==> config.mk <==
export PLATFORM = sky130hd
export DESIGN_NAME = tone_arbiter
export DESIGN_NICKNAME = d
export VERILOG_FILES = /design/src/rtl/tone_arbiter.sv
export SDC_FILE = /design/constraint.sdc
export NUM_CORES = 1
export LEC_CHECK = 0
export ABC_CLOCK_PERIOD_IN_PS = 8500
export BUFFER_PORTS_ARGS = -buffer_cell sky130_fd_sc_hd__clkbuf_2
export CAP_MARGIN = 20
export CORE_MARGIN = 1
export CORE_UTILIZATION = 59
export DETAILED_ROUTE_END_ITERATION = 16
export GPL_ROUTABILITY_DRIVEN = 0
export PLACE_DENSITY = 0.84
export REMOVE_ABC_BUFFERS = 1
export SKIP_CTS_REPAIR_TIMING = 1
export SLEW_MARGIN = 20
export SYNTH_ARGS = -nofsm -noshare
export SYNTH_HDL_FRONTEND = slang
export SYNTH_SLANG_ARGS = --single-unit
==> constraint.sdc <==
create_clock -name i_Clk -period 8.5 [get_ports i_Clk]
set_input_delay 1.275 -clock i_Clk [delete_from_list [all_inputs] [get_ports i_Clk]]
set_output_delay 1.275 -clock i_Clk [all_outputs]
set_load 0.02 [all_outputs]
==> src/rtl/tone_arbiter.sv <==
// -----------------------------------------------------------------------------
// tone_arbiter
//   Shares one square-wave tone voice between NUM_REQ requesters. Index 0 has
//   the highest priority and preempts any lower-priority note in progress.
//   Each note plays for max(D,1)*TICK_DIV clocks with a 3-bit volume PWM, then
//   a silent gap of GAP_CLKS clocks follows before the next arbitration.
//
// Ports
//   i_Clk      system clock, all logic on posedge
//   i_Reset_n  asynchronous active-low reset
//   i_Req      level request per requester (held until o_Ack)
//   i_Period   per-requester half-period in clocks, 0 = rest
//   i_Dur      per-requester duration in ticks, 0 treated as 1
//   i_Vol      per-requester volume 0..7
//   i_Mute     forces o_Out low and blocks new grants
//   o_Grant    one-hot owner of the voice while playing
//   o_Ack      one-cycle pulse when a request is accepted
//   o_Done     one-cycle pulse when a note completes without preemption
//   o_Busy     high while playing or in the gap
//   o_Out      registered tone output
// -----------------------------------------------------------------------------
module tone_arbiter #(
  parameter int NUM_REQ  = 4,
  parameter int PERIOD_W = 16,
  parameter int DUR_W    = 10,
  parameter int TICK_DIV = 25000,
  parameter int GAP_CLKS = 250000
) (
  input  logic                          i_Clk,
  input  logic                          i_Reset_n,
  input  logic [NUM_REQ-1:0]            i_Req,
  input  logic [NUM_REQ*PERIOD_W-1:0]   i_Period,
  input  logic [NUM_REQ*DUR_W-1:0]      i_Dur,
  input  logic [NUM_REQ*3-1:0]          i_Vol,
  input  logic                          i_Mute,
  output logic [NUM_REQ-1:0]            o_Grant,
  output logic [NUM_REQ-1:0]            o_Ack,
  output logic                          o_Done,
  output logic                          o_Busy,
  output logic                          o_Out
);

  localparam int IDX_W  = (NUM_REQ > 1) ? $clog2(NUM_REQ) : 1;
  localparam int TICK_W = (TICK_DIV > 1) ? $clog2(TICK_DIV) : 1;
  localparam int GAP_W  = (GAP_CLKS > 1) ? $clog2(GAP_CLKS) : 1;
  localparam logic [TICK_W-1:0] TICK_LAST = TICK_W'(TICK_DIV - 1);
  localparam logic [GAP_W-1:0]  GAP_LAST  = GAP_W'(GAP_CLKS - 1);

  typedef enum logic [1:0] {
    S_IDLE = 2'd0,
    S_PLAY = 2'd1,
    S_GAP  = 2'd2
  } state_t;

  state_t              state_q, state_d;
  logic [IDX_W-1:0]    owner_q, owner_d;
  logic [PERIOD_W-1:0] period_q, period_d;
  logic [DUR_W-1:0]    rem_q, rem_d;
  logic [2:0]          vol_q, vol_d;
  logic [PERIOD_W-1:0] half_q, half_d;
  logic                phase_q, phase_d;
  logic [2:0]          pwm_q, pwm_d;
  logic [TICK_W-1:0]   tick_q, tick_d;
  logic [GAP_W-1:0]    gap_q, gap_d;
  logic [NUM_REQ-1:0]  grant_q, grant_d;
  logic [NUM_REQ-1:0]  ack_q, ack_d;
  logic                done_q, done_d;
  logic                busy_q, busy_d;
  logic                out_q, out_d;

  logic                req_any;
  logic [IDX_W-1:0]    low_idx;
  logic [PERIOD_W-1:0] sel_period;
  logic [DUR_W-1:0]    sel_dur;
  logic [2:0]          sel_vol;
  logic                start_note;
  logic                tone_en;

  // Lowest-index active request and its parameters; scanning downwards lets
  // the lowest set index overwrite any higher one.
  always_comb begin
    req_any    = |i_Req;
    low_idx    = '0;
    sel_period = '0;
    sel_dur    = '0;
    sel_vol    = 3'd0;
    for (int i = NUM_REQ - 1; i >= 0; i--) begin
      low_idx    = i_Req[i] ? IDX_W'(i) : low_idx;
      sel_period = i_Req[i] ? i_Period[i*PERIOD_W +: PERIOD_W] : sel_period;
      sel_dur    = i_Req[i] ? i_Dur[i*DUR_W +: DUR_W] : sel_dur;
      sel_vol    = i_Req[i] ? i_Vol[i*3 +: 3] : sel_vol;
    end
  end

  // Start a note from IDLE, or preempt when a strictly higher-priority request
  // appears during PLAY. Mute blocks both.
  always_comb begin
    start_note = req_any & ~i_Mute &
                 ((state_q == S_IDLE) |
                  ((state_q == S_PLAY) & (low_idx < owner_q)));
    tone_en    = (state_q == S_PLAY) & phase_q & (period_q != '0) &
                 ({1'b0, pwm_q} <= {1'b0, vol_q});
  end

  // Next-state and output computation.
  always_comb begin
    state_d  = state_q;
    owner_d  = owner_q;
    period_d = period_q;
    rem_d    = rem_q;
    vol_d    = vol_q;
    half_d   = half_q;
    phase_d  = phase_q;
    pwm_d    = pwm_q;
    tick_d   = tick_q;
    gap_d    = gap_q;
    grant_d  = grant_q;
    ack_d    = '0;
    done_d   = 1'b0;
    out_d    = tone_en & ~i_Mute;

    if (start_note) begin
      state_d  = S_PLAY;
      owner_d  = low_idx;
      period_d = sel_period;
      rem_d    = (sel_dur == '0) ? DUR_W'(1) : sel_dur;
      vol_d    = sel_vol;
      half_d   = '0;
      phase_d  = 1'b1;
      pwm_d    = 3'd0;
      tick_d   = '0;
      gap_d    = '0;
      grant_d  = NUM_REQ'(1) << low_idx;
      ack_d    = NUM_REQ'(1) << low_idx;
    end else begin
      case (state_q)
        S_IDLE: begin
          state_d = S_IDLE;
        end
        S_PLAY: begin
          pwm_d = pwm_q + 3'd1;
          // A rest (period 0) keeps the half-period counter parked.
          if (period_q == '0) begin
            half_d = '0;
          end else if (half_q == (period_q - PERIOD_W'(1))) begin
            half_d  = '0;
            phase_d = ~phase_q;
          end else begin
            half_d = half_q + PERIOD_W'(1);
          end
          if (tick_q == TICK_LAST) begin
            tick_d = '0;
            if (rem_q == DUR_W'(1)) begin
              state_d = S_GAP;
              gap_d   = '0;
              grant_d = '0;
              done_d  = 1'b1;
            end else begin
              rem_d = rem_q - DUR_W'(1);
            end
          end else begin
            tick_d = tick_q + TICK_W'(1);
          end
        end
        S_GAP: begin
          if (gap_q == GAP_LAST) begin
            state_d = S_IDLE;
            gap_d   = '0;
          end else begin
            gap_d = gap_q + GAP_W'(1);
          end
        end
        default: begin
          state_d = S_IDLE;
          grant_d = '0;
        end
      endcase
    end

    busy_d = (state_d != S_IDLE);
  end

  // State and output registers.
  always_ff @(posedge i_Clk or negedge i_Reset_n) begin
    if (!i_Reset_n) begin
      state_q  <= S_IDLE;
      owner_q  <= '0;
      period_q <= '0;
      rem_q    <= '0;
      vol_q    <= 3'd0;
      half_q   <= '0;
      phase_q  <= 1'b0;
      pwm_q    <= 3'd0;
      tick_q   <= '0;
      gap_q    <= '0;
      grant_q  <= '0;
      ack_q    <= '0;
      done_q   <= 1'b0;
      busy_q   <= 1'b0;
      out_q    <= 1'b0;
    end else begin
      state_q  <= state_d;
      owner_q  <= owner_d;
      period_q <= period_d;
      rem_q    <= rem_d;
      vol_q    <= vol_d;
      half_q   <= half_d;
      phase_q  <= phase_d;
      pwm_q    <= pwm_d;
      tick_q   <= tick_d;
      gap_q    <= gap_d;
      grant_q  <= grant_d;
      ack_q    <= ack_d;
      done_q   <= done_d;
      busy_q   <= busy_d;
      out_q    <= out_d;
    end
  end

  assign o_Grant = grant_q;
  assign o_Ack   = ack_q;
  assign o_Done  = done_q;
  assign o_Busy  = busy_q;
  assign o_Out   = out_q;

endmodule

==> results of run 1 <==
[power groups by stage]
stage / clock network (mW) / registers, mW / logic, mW
2_1_floorplan: 0 / 0.668 / 0.425
3_3_place_gp: 0 / 0.681 / 0.576
3_5_place_dp: 0 / 0.688 / 0.610
4_1_cts: 0.326 / 0.679 / 0.615
5_1_grt: 0.345 / 0.695 / 0.697
6_report: 0.323 / 0.682 / 0.623
[cell usage in the layout (no fill, tap or decap), drive strengths merged, types with 8 or more instances in the layout]
master  instances
xor2           24
ha             14
inv            23
nor2           74
nor3           19
o21ai         100
a221o          20
nand3          23
clkbuf        145
xnor2          26
and3           20
dfrtp          97
a21oi          35
a221oi          9
buf             8
nand4          16
nand2          66
nor4           10
mux2i           9
[worst max-delay path, cell delays in order]
cell and delay [ps]:
sky130_fd_sc_hd__clkbuf_2 80, sky130_fd_sc_hd__buf_4 240, sky130_fd_sc_hd__or2_2 360, sky130_fd_sc_hd__nor3_1 370, sky130_fd_sc_hd__nor2_1 190, sky130_fd_sc_hd__a22oi_2 660
sky130_fd_sc_hd__buf_4 420, sky130_fd_sc_hd__nand3_1 490, sky130_fd_sc_hd__a31oi_1 390, sky130_fd_sc_hd__o21ai_0 160, sky130_fd_sc_hd__o31ai_1 120
[Yosys cell counts (all sizes together), types with 4 or more instances]
library cell and instances:
nand4 16, o31ai 4, a22o 4, xnor2 26, and3 20, or3 4, nand3 23, o21ai 100
buf 4, xor2 24, nor2 74, a221o 20, a221oi 9, nand3b 6, nand2b 7, nor3 19
ha 14, nor3b 4, clkbuf 37, inv 22, nor2b 6, nand2 66, a31oi 7, mux2i 9
a21oi 35, a21o 7, nor4 10, dfrtp 97, nor4b 7
[cell families (layout without fill, tap and decap cells)]
| logic type | Yosys count | after routing |
|---|---|---|
| compound gates | 200 | 200 |
| xor+xnor | 50 | 50 |
| fa+ha+maj | 14 | 14 |
| buf+inv | 63 | 178 |
| flops | 97 | 97 |
| mux | 10 | 10 |
| simple gates | 277 | 277 |
[registers in the layout, summed over array words and instances (netlist names)]
signal	cells
rem_q	10
state_q	2
o_Out	1
vol_q	3
pwm_q	3
period_q	16
owner_q	2
o_Ack	4
half_q	16
gap_q	18
phase_q	1
o_Done	1
o_Grant	4
o_Busy	1
tick_q	15
[per-stage QoR]
step	hold WS [ps]	instances	setup slack [ps]
after global routing	517	959	3670
after global placement	457	943	3980
final	500	959	3980
after CTS	498	959	4060
after detailed placement	477	943	3760
after floorplan	436	670	2620
[final cells by class]
type	instances	area [sq um]
clock buffer	13	169
clock inverter	3	46.3
fill	774	2830
inverter	22	82.6
multi-input combinational	551	3380
sequential	97	2430
tap	133	166
timing repair buffer	140	721
[per-layer routing]
layer  routed length (um)  up-vias  GRT usage [%]
li1                     -     2791              -
met1                 6510     2739           38.5
met2                 7940      290           55.0
met3                 1230       27           6.24
met4                  295        0           10.3
met5                    0        -              0
[final timing paths]
check / start / endpoint / slack, ps / cells past startpoint
min in group asynchronous: i_Reset_n / gap_q[4]$_DFFE_PN0P_ / 850 / 1
max in group asynchronous: i_Reset_n / half_q[10]$_DFFE_PN0P_ / 6490 / 2
max reg2reg: state_q[0]$_DFF_PN0_ / tick_q[14]$_DFFE_PN0P_ / 4950 / 8
max: i_Req[2] / tick_q[14]$_DFFE_PN0P_ / 3980 / 11
min reg2reg: o_Grant[2]$_DFFE_PN0P_ / o_Grant[2]$_DFFE_PN0P_ / 500 / 1
min: o_Grant[2]$_DFFE_PN0P_ / o_Grant[2]$_DFFE_PN0P_ / 500 / 1
==> results.md, run 1 <==
Synthesis:
- The largest family of logic cells by synthesized area is simple AND/OR/NAND/NOR gates.
- In the post-synthesis netlist, the biggest area contributors are sky130_fd_sc_hd__dfrtp_1, sky130_fd_sc_hd__o21ai_0, sky130_fd_sc_hd__nor2_1, sky130_fd_sc_hd__nand2_1, sky130_fd_sc_hd__xnor2_1.
- The synthesized netlist occupies a cell area of 0.00603 sq mm.
- The share of cell area taken by muxes after synthesis is 1.68%.
- Yosys mapped a number of flops with a built-in enable equal to 0.
- Yosys printed 0 warnings.
- The most used flip-flop cell after synthesis is sky130_fd_sc_hd__dfrtp_1.
- Of all flip-flops after synthesis, the portion carrying an async set or reset was 100%.
- Summed over its instances, the top area cell type makes up 40.3% of the synthesized netlist area.
- The synthesized netlist devotes 23.3% of its cell area to simple gates.
- Summing the sequential cell areas from Yosys gives 40.3% of the chip area.
- The cell accounting for the most synthesized area is sky130_fd_sc_hd__dfrtp_1.
- The number of library cell types mapped by synthesis is 54.
- The number of cells produced by synthesis is 711.
- The synthesized-area fraction occupied by ao, oa, aoi and oai cells is 20.5%.
- Synthesis inferred 97 register bits.
- The average cell area after synthesis is 8.48 sq um.
- The XOR/XNOR share of the synthesized area is 7.26%.
- The fraction of the mapped netlist area in adder cells is 2.91%.

Layout:
- At the end of the flow the core is filled with cells to 71.2%.
- Once layout is done, the placed cells without fillers occupy 0.00699 sq mm.
- The layout overhead on the synthesized area is 15.9%.
- The share of cells above drive strength 1 is 20.6%.
- For this run, the post-layout net count is 958.
- The number of antenna diodes in the final layout is 0.

Pwr:
- The ratio of total power to cell area is 233 mW/mm^2.
- The combinational cell fraction of total power is 38.3%.
- The internal power contribution is 0.978 mW.
- The total power is 1.63 mW.
- The share of total power dissipated in the clock network is 19.8%.
- The leakage power figure is 3.28 nW.
- The sequential power share is 41.9%.
- For this design the total switching power over the nets is 0.650 mW.
- In this run switching power makes up 39.9% of total power.
- VDD sags by at most 0.110 mV.

GRT:
- The largest net degree at the start of global routing is 65.
- The via count of the first global-routing pass is 5495.
- Global routing finished with a remaining overflow of 0.
- The initial antenna violation count was 0.
- The wire length of the first global-routing pass is 25.3 mm.
- Across every metal layer, demand over resource in global routing totals 31.2%.

Clocking:
- TritonCTS created 9 clock buffers.
- At the later pin of the worst-skew pair, clock insertion delay measures 370 ps.
- The clock tree synthesis step divided the H-tree into 3 levels.
- The worst-case clock buffer depth is 2.
- In this run the clock root is driven by a sky130_fd_sc_hd__clkbuf_8.
- After clock tree synthesis, the clock-pin slew on the worst setup and hold paths is 90 ps.
- The clock net in this run drives a total of 97 sinks.
- TritonCTS built the clock tree.

Drt:
- The post-detailed-route DRC marker count is 0.
- The wire length after detailed routing is 16.0 mm.
- For this block, the via count after detailed routing is 5847.
- After the first detailed-routing iteration, the DRC count stood at 279.
- The detail-routed via count per cell is 6.10.
- For this run, the detailed router's first-pass iteration total came to 5.
- The post-detailed-route count of antenna-violating nets is 0.
- The routed wirelength normalized by instance count is 16.7 um.

STA:
- The worst-case headroom to the max-slew limit is 34.3%.
- Adding up every negative setup slack in the final design gives 0 ps.
- At the pin with the least slew margin, the transition time is 984 ps.
- The worst path in the final design needs a cycle of 4520 ps, including I/O delays and setup.
- After layout, the worst path uses 53.1% of the clock period.
- Between clock sinks in the finished design, the worst skew comes to 12.9 ps.
- Timing would allow up to 0.221 GHz.
- The number of failing setup endpoints in the final timing report is 0.
- Setup repair after global routing left no endpoint under its margin.
- The final hold violation count is 0.
- The count of final max-slew check failures is 0.

Min path:
- The type of the most critical hold path is flop to flop.

Die:
- The floorplan step set the die width to 103 um.
- The floorplan step defined a die boundary enclosing 0.0106 sq mm.
- The region available for standard cell placement spans 0.00982 sq mm.
- From bottom edge to top edge, the die measures 103 um.
- The initial core utilization is 61.4%.
- 134 I/O pins were placed.
- The initialized floorplan defines 36 standard-cell rows.

Placed design:
- The placed instances occupy a cell area of 0.00677 sq mm.
- The count of buffers added on input and output ports is 133.
- The total half-perimeter wirelength after legalization and detailed placement is 11.5 mm.

Critical path:
- In this run the worst path has a maximum fanout of 32.
- STA classifies the critical path startpoint as an input port.
- The capturing element type of the critical path is a flop.
- The arrival time of the worst setup path is 4780 ps.
- The critical path start-end classification is input port to flop.
- STA puts the critical path data required time at 8760 ps.

Run:
- The total of max-cap violations is 0.

Run status:
- The run finished with clean final reports.
Power figures use the tool's default switching activity.
==> run 2: changes to the inputs <==
--- a/config.mk
+++ b/config.mk
@@ -5,14 +5,14 @@
 export SDC_FILE = /design/constraint.sdc
 export NUM_CORES = 1
 export LEC_CHECK = 0
-export ABC_CLOCK_PERIOD_IN_PS = 8500
+export ABC_CLOCK_PERIOD_IN_PS = 4700
 export BUFFER_PORTS_ARGS = -buffer_cell sky130_fd_sc_hd__clkbuf_2
 export CAP_MARGIN = 20
 export CORE_MARGIN = 1
-export CORE_UTILIZATION = 59
+export CORE_UTILIZATION = 55
 export DETAILED_ROUTE_END_ITERATION = 16
 export GPL_ROUTABILITY_DRIVEN = 0
-export PLACE_DENSITY = 0.84
+export PLACE_DENSITY = 0.79
 export REMOVE_ABC_BUFFERS = 1
 export SKIP_CTS_REPAIR_TIMING = 1
 export SLEW_MARGIN = 20
==> constraint.sdc (replaced) <==
create_clock -name i_Clk -period 4.7 [get_ports i_Clk]
set_input_delay 0.705 -clock i_Clk [delete_from_list [all_inputs] [get_ports i_Clk]]
set_output_delay 0.705 -clock i_Clk [all_outputs]
set_load 0.02 [all_outputs]
==> run 2 against run 1 <==
Largest power group unchanged; sequential share of layout area grew 0.10 points; worst setup slack got worse by 2700 ps; clock skew decreased by 5.9 ps; highest routed layer unchanged; via count hardly changed; non-clock buffer count rose by 1; critical path type is now flop to flop.
==> results.md, run 2 (synthesis gave the netlist of run 1 again) <==
Run status:
- The flow ran to the end, and the final reports show no timing, DRC or antenna violations.

Placed design:
- Once placement finished, the instance area stood at 0.00678 sq mm.
- The total half-perimeter wirelength after legalization and detailed placement is 11.7 mm.
- During placement, the flow inserted port buffers numbering 133.

Pwr:
- Dividing total power by cell area gives a power density of 414 mW/mm^2.
- The sequential power share is 42.8%.
- The switching power as a share of total power is 41.4%.
- The maximum ir drop on the vdd rail is 0.196 mV.
- The relative contribution of the clock network to total power is 18.1%.
- The internal power contribution is 1.69 mW.
- In this run the power spent charging and discharging nets is 1.19 mW.
- The combinational cell fraction of total power is 39.1%.
- The leakage power figure is 3.27 nW.

Layout:
- 0 antenna diodes ended up in the layout.
- Ranked by flip-flop count, first place goes to gap_q.
- The library cells used most frequently in the layout, excluding fill and tap cells, are sky130_fd_sc_hd__clkbuf_2, sky130_fd_sc_hd__o21ai_0, sky130_fd_sc_hd__dfrtp_1.
- The register with the most flip-flops in the layout has 18 of them.
- The net count of the finished layout is 959.
- The share of cells above drive strength 1 is 20.7%.
- With fillers left out, the area of the finished cells amounts to 0.00697 sq mm.
- The largest registers in the layout are gap_q x18, half_q x16, period_q x16.
- Leaving out fill and tap cells, the most frequent cell in the layout is sky130_fd_sc_hd__clkbuf_2.
- Relative to the synthesized area, the layout overhead comes to 15.6%.

Critical path:
- The critical path start-end classification is flop to flop.
- The endpoint identified for the worst register-to-register timing path is half_q[12]$_DFFE_PN0P_.
- The source of the worst register-to-register timing path is period_q[2]$_DFFE_PN0N_.
- Of all nets on the critical path, the largest fanout is 12.
- At the worst endpoint, the required time is 4920 ps.
- The arrival time of the worst setup path is 3590 ps.
- The setup slack of the most critical reg-to-reg path is 1330 ps.
- The kind of launch point of the worst setup path is a flop.
- Measured in cells, the most critical reg-to-reg path has a length of 8.
- The capturing element type of the critical path is a flop.

Die:
- The initial core utilization is 57.6%.
- The total I/O pin count is 134.
- In this run the vertical extent of the chip is 107 um.
- Row generation in the floorplan step produced 37 rows.
- The core box area is 0.0105 sq mm.
- The die is 107 um wide.
- The die covers 0.0114 sq mm.

Clocking:
- The total clock sinks is 97.
- The worst-case clock buffer depth is 2.
- Clock tree synthesis selected as its root buffer the cell sky130_fd_sc_hd__clkbuf_8.
- The clock-pin slew reported for the worst setup and hold paths after clock tree synthesis is 100 ps.
- The H-tree depth is 3.
- For the worst-skew pair, the clock arrives at the later sink with an insertion delay of 360 ps.
- TritonCTS built the clock tree.
- The number of buffers created by CTS is 9.

STA:
- The count of final max-slew check failures was 0.
- Setup violations remaining at the end of the flow were counted as 0.
- For the final routed database, the setup TNS stands at 0 ps.
- The timing-limited maximum frequency is 0.297 GHz.
- Of the available clock period, the critical path in the final layout requires 71.6%.
- The worst-case headroom to the max-slew limit is 36.6%.
- Setup repair after global routing left no endpoint under its margin.
- The clock tree skew after final layout is 7.00 ps.
- The slew of the pin with the lowest slew margin is 949 ps.
- The final hold violation count was 0.
- The minimum period implied by the final worst setup slack is 3370 ps.

Drt:
- After detailed routing, the number of remaining DRC violations is 0.
- The wire length after detailed routing is 16.0 mm.
- In this run the remaining antenna-violating nets after routing total 0.
- In the routed layout, each cell is associated on average with a via count of 6.07.
- In the final routed layout, each cell accounts on average for 16.7 um.
- The length of the first detailed-routing pass in iterations is 5.
- In this run, the number of DRC markers left after iteration 0 of detailed routing was 471.
- The routed layout has 5842 vias.

GRT:
- The first global-routing pass estimated 26.2 mm of wire.
- Global routing finished with a remaining overflow of 0.
- The initial antenna violation count is 0.
- The via count of the first global-routing pass was 5517.
- Entering global routing, the biggest net connects 66 pins.
- The overall routing resource usage is 29.4%.

Min path:
- The type of the most critical hold path is input port to async pin.

Run:
- The total of max-cap violations is 0.
## run 2: final cells by class
cell class              instances  area (sq um)
flip-flops and latches         97          2430
inverters                      22          82.6
fillers                       888          3490
repair buffers                141           728
well taps                     136           170
clock buffers                  10           138
clock inverters                 6          50.0
multi-input cells             551          3370
## run 2: per-layer routing
| layer | wire, um | global-route usage (%) | vias to the layer above | part of all wire [%] |
|---|---|---|---|---|
| li1 | - | - | 2793 | - |
| met1 | 6890 | 37.3 | 2781 | 43 |
| met2 | 7650 | 50.8 | 249 | 48 |
| met3 | 1240 | 6.57 | 19 | 7.7 |
| met4 | 260 | 6.95 | 0 | 1.6 |
| met5 | 0 | 0 | - | 0 |
## run 2: how the worst max path moves through the flow
| stage | start | to | slack (ps) | depth (start not counted) |
|---|---|---|---|---|
| finish | period_q[2]$_DFFE_PN0N_ | half_q[12]$_DFFE_PN0P_ | 1330 | 8 |
| floorplan | i_Req[3] | gap_q[10]$_DFFE_PN0P_ | -610 | 7 |
| CTS | period_q[2]$_DFFE_PN0N_ | half_q[12]$_DFFE_PN0P_ | 1350 | 8 |
| detailed placement | i_Req[2] | tick_q[14]$_DFFE_PN0P_ | 1210 | 11 |
| global placement | i_Req[2] | tick_q[14]$_DFFE_PN0P_ | 1330 | 11 |
| global route | period_q[2]$_DFFE_PN0N_ | half_q[12]$_DFFE_PN0P_ | 1130 | 8 |
## run 2: power by group through the flow
stage / combinational [mW] / sequential (mW) / clock, mW
floorplan: 0.768 / 1.21 / 0
global placement: 1.06 / 1.23 / 0
detailed placement: 1.11 / 1.24 / 0
CTS: 1.12 / 1.23 / 0.530
global route: 1.26 / 1.26 / 0.568
finish: 1.13 / 1.23 / 0.523
## run 2: per-stage QoR
stage	worst slack [ps]	util (%)	instances	hold slack (ps)	power, mW
after CTS	1350	66.6	963	454	2.88
after detailed placement	1210	64.8	947	465	2.35
after global routing	1130	66.6	963	489	3.08
after floorplan	-611	-	670	409	1.98
final	1330	66.6	963	442	2.88
after global placement	1330	64.8	947	459	2.29
## run 2: worst max-delay path: stages, from the launching register on
cell,delay [ps]
sky130_fd_sc_hd__dfrtp_1,470
sky130_fd_sc_hd__nor4_4,460
sky130_fd_sc_hd__nand3_2,170
sky130_fd_sc_hd__or4b_1,490
sky130_fd_sc_hd__a31oi_1,160
sky130_fd_sc_hd__o22ai_1,140
sky130_fd_sc_hd__or4_1,690
sky130_fd_sc_hd__a21oi_2,510
sky130_fd_sc_hd__nor2_1,130
==> run 3: changes to the inputs <==
--- a/config.mk
+++ b/config.mk
@@ -5,14 +5,15 @@
 export SDC_FILE = /design/constraint.sdc
 export NUM_CORES = 1
 export LEC_CHECK = 0
-export ABC_CLOCK_PERIOD_IN_PS = 4700
+export ABC_AREA = 1
+export ABC_CLOCK_PERIOD_IN_PS = 2700
 export BUFFER_PORTS_ARGS = -buffer_cell sky130_fd_sc_hd__clkbuf_2
 export CAP_MARGIN = 20
 export CORE_MARGIN = 1
-export CORE_UTILIZATION = 55
+export CORE_UTILIZATION = 51
 export DETAILED_ROUTE_END_ITERATION = 16
 export GPL_ROUTABILITY_DRIVEN = 0
-export PLACE_DENSITY = 0.79
+export PLACE_DENSITY = 0.75
 export REMOVE_ABC_BUFFERS = 1
 export SKIP_CTS_REPAIR_TIMING = 1
 export SLEW_MARGIN = 20
==> constraint.sdc (replaced) <==
create_clock -name i_Clk -period 2.7 [get_ports i_Clk]
set_input_delay 0.405 -clock i_Clk [delete_from_list [all_inputs] [get_ports i_Clk]]
set_output_delay 0.405 -clock i_Clk [all_outputs]
set_load 0.02 [all_outputs]
==> run 3 against run 2 <==
Clock skew about the same; register-to-register slack worse by 880 ps; first-iteration DRC count down 23%; worst hold slack worse by 380 ps; final cell count up 34%; sequential share of layout area down 4.9 points; critical endpoint is now gap_q[2]$_DFFE_PN0P_; clock power rose to 2.6 times the previous value; count of clock-buffer cells in the layout up 2; sequential power up 54%; die area up 24%.
==> results.md, run 3 <==
Synthesis:
- The post-synthesis sequential element count is 97.
- The most used flip-flop cell after synthesis is sky130_fd_sc_hd__dfrtp_1.
- The most common cell in the synthesized netlist is sky130_fd_sc_hd__nand2_1.
- The synthesized design spends more area on one cell type than any other, namely sky130_fd_sc_hd__dfrtp_1.
- The number of cells produced by synthesis is 979.
- The sequential share of the synthesized area is 34.8%.
- The async set-reset flop share out of synthesis is 100%.
- After synthesis, the largest area contributor takes up 34.8% of total cell area.
- Sorting the synthesized cells by how often they occur yields sky130_fd_sc_hd__nand2_1, sky130_fd_sc_hd__dfrtp_1, sky130_fd_sc_hd__inv_1.
- The synthesized netlist occupies a cell area of 0.00697 sq mm.
- The synthesized design contains 0 enable-type register cells.
- The average cell area after synthesis is 7.12 sq um.
- Synthesis instantiated 50 different standard cells from the library.
- Yosys attributes the largest share of cell area to sky130_fd_sc_hd__dfrtp_1, sky130_fd_sc_hd__nand2_1, sky130_fd_sc_hd__nand3_1, sky130_fd_sc_hd__inv_1, sky130_fd_sc_hd__nor2_1.
- The Yosys step of the flow raised 0 warnings.

Clocking:
- For the worst-skew pair, the clock arrives at the later sink with an insertion delay of 360 ps.
- For this design, the sink count on the clock tree is 97.
- The number of buffers created by CTS is 9.
- In this run the deepest clock path goes through 2 buffers.
- In this run the clock root is driven by a sky130_fd_sc_hd__clkbuf_16.
- The H-tree was split into 3 levels.
- After clock tree synthesis, the clock-pin slew on the worst setup and hold paths is 60 ps.
- TritonCTS built the clock tree.

Layout:
- The number of nets in the finished design is 1243.
- The antenna diode instance count is 0.
- The register with the most flip-flops in the layout has 18 of them.
- Counting the fill cells in the layout gives 1219.
- The most flop-heavy register is gap_q.
- Leaving out fill and tap cells, the most frequent cell in the layout is sky130_fd_sc_hd__nand2_1.
- In the final layout, the registers with the most flip-flops are gap_q x18, half_q x16, period_q x16.
- From synthesis to final layout, the design area changed by 16.4%.
- Summing all multi-input logic gate instances after layout gives 0.00396 sq mm.
- The total area of sequential cells is 0.00243 sq mm.
- The area of all placed cells without fillers is 0.00811 sq mm.
- The post-route netlist has 19.6% of its cells at a drive strength greater than 1.
- Leaving out fill and tap cells, the most frequent cells in the layout are sky130_fd_sc_hd__nand2_1, sky130_fd_sc_hd__clkbuf_2, sky130_fd_sc_hd__dfrtp_1.

Drt:
- The detail-routed via count per cell is 5.34.
- The post-detailed-route count of antenna-violating nets is 0.
- The wire length after detailed routing is 18.4 mm.
- After detailed routing, the average wire length per cell comes to 14.3 um.
- The post-detailed-route DRC marker count is 0.
- Across all layers, the routed design uses 6871 vias.
- The first TritonRoute pass finished after 5 iterations.
- The number of design-rule violations left by the first detailed-router iteration is 364.

Min path:
- The path class of the tightest hold or removal check is input port to async pin.

Die:
- For this configuration, the core starts out at a cell density of 52.4%.
- The die height is 119 um.
- The core box area is 0.0133 sq mm.
- The die covers 0.0141 sq mm.
- For this design the top-level I/O count stands at 134.
- The initialized floorplan defines 42 standard-cell rows.
- The width of the die is 119 um.

STA:
- The final hold violation count is 0.
- Setup repair after global routing left no endpoint under its margin.
- Headroom to the max-slew limit came out at 58.5%.
- The count of final max-slew check failures is 0.
- Setup violations remaining at the end of the flow were counted as 0.
- At the pin with the least slew margin, the transition time is 623 ps.
- The setup slack of the critical path after layout is 452 ps.
- The clock tree skew after final layout is 7.14 ps.
- The minimum period implied by the final worst setup slack is 2250 ps.
- The timing-limited maximum frequency is 0.445 GHz.
- Of the available clock period, the critical path in the final layout requires 83.3%.

GRT:
- Entering global routing, the biggest net connects 48 pins.
- The via count of the first global-routing pass was 6546.
- The wire length of the first global-routing pass is 31.2 mm.
- The overall routing resource usage is 27.7%.
- The global-route congestion overflow total is 0.
- The initial antenna violation count is 0.

Placed design:
- Detailed placement finished with a half-perimeter wire length of 14.0 mm.
- The post-detailed-placement cell area is 0.00780 sq mm.
- The number of buffers added on ports is 133.
- The worst-case setup slack after placement is 375 ps.

Critical path:
- Walking the worst path, the cells encountered are inv_1, ha_1, inv_1, nor2_1, nand2_1, nand2_1, nand3_2, buf_4, nand2_4, inv_2, nand2_1, nand2_1.
- The largest single stage delay on the critical path is 410 ps.
- The worst setup path is launched from a flop.
- STA classifies the critical path endpoint as a flop.
- Of all nets on the critical path, the largest fanout is 26.
- STA puts the critical path data arrival time at 2490 ps.
- The largest individual stage delay along the critical path comes from the cell sky130_fd_sc_hd__dfrtp_1.
- The worst setup path is of the flop to flop kind.
- The data required time of the critical path is 2940 ps.
- The dominant cell type by count on the critical path is sky130_fd_sc_hd__nand2_1.
- The family with the most delay on the worst path is simple AND/OR/NAND/NOR gates.
- The critical path buffer and inverter count is 4.

Run status:
- The run finished with clean final reports.

Pwr:
- The ratio of total power to cell area is 594 mW/mm^2.
- The worst-case IR drop observed on VDD is 0.332 mV.
- For this design the static power due to leakage is 3.88 nW.

Run:
- The total of max-cap violations is 0.
==> run 3: per-stage QoR <==
step,util (%),setup TNS (ps),std cells,total power [mW],hold WS (ps)
2_1_floorplan,-,-55640,943,2.94,109
3_3_place_gp,58.7,0,1271,3.42,462
3_5_place_dp,58.7,0,1271,3.46,461
4_1_cts,61.0,0,1286,4.84,89.1
5_1_grt,61.0,0,1286,5.16,102
6_report,61.0,0,1286,4.82,60.6
==> run 3: power breakdown <==
group	internal (mW)	switching (mW)	total, mW
Sequential	1.67	0.224	1.90
Combinational	0.572	0.969	1.54
Clock	0.831	0.545	1.38
==> run 3: metal layers <==
layer | GRT usage [%] | vias to the layer above | wire [um]
met5 | 0 | - | 0
met4 | 9.26 | 0 | 461
met3 | 5.17 | 34 | 987
met2 | 43.9 | 195 | 8400
met1 | 38.1 | 3169 | 8560
li1 | - | 3473 | -
==> run 3: cell type report <==
class / instances / area share (%)
multi-input combinational: 746 / 48.8
sequential: 97 / 29.9
timing repair buffer: 152 / 10.1
inverter: 100 / 4.63
clock buffer: 12 / 3.04
tap: 176 / 2.71
clock inverter: 3 / 0.802
==> run 3: path summary, 6_finish.rpt <==
path	end	slack [ps]	cells after the start	from
min in group i_Clk	period_q[3]$_DFFE_PN0N_	330	3	i_Period[19]
worst min register to register	vol_q[0]$_DFFE_PN0N_	500	2	vol_q[0]$_DFFE_PN0N_
max in group asynchronous	gap_q[6]$_DFFE_PN0P_	1900	2	i_Reset_n
worst max register to register	gap_q[2]$_DFFE_PN0P_	450	12	state_q[1]$_DFF_PN0_
worst max-delay path	gap_q[2]$_DFFE_PN0P_	450	12	state_q[1]$_DFF_PN0_
worst min-delay path	period_q[12]$_DFFE_PN0N_	60	1	i_Reset_n
==> run 3: kinds of logic after synthesis <==
logic type,Yosys count,share of synthesized area [%]
fa+ha+maj,14,2.51
simple gates,546,35.4
compound gates,140,12.9
flops,97,34.8
buf+inv,136,8.53
xor+xnor,46,5.89
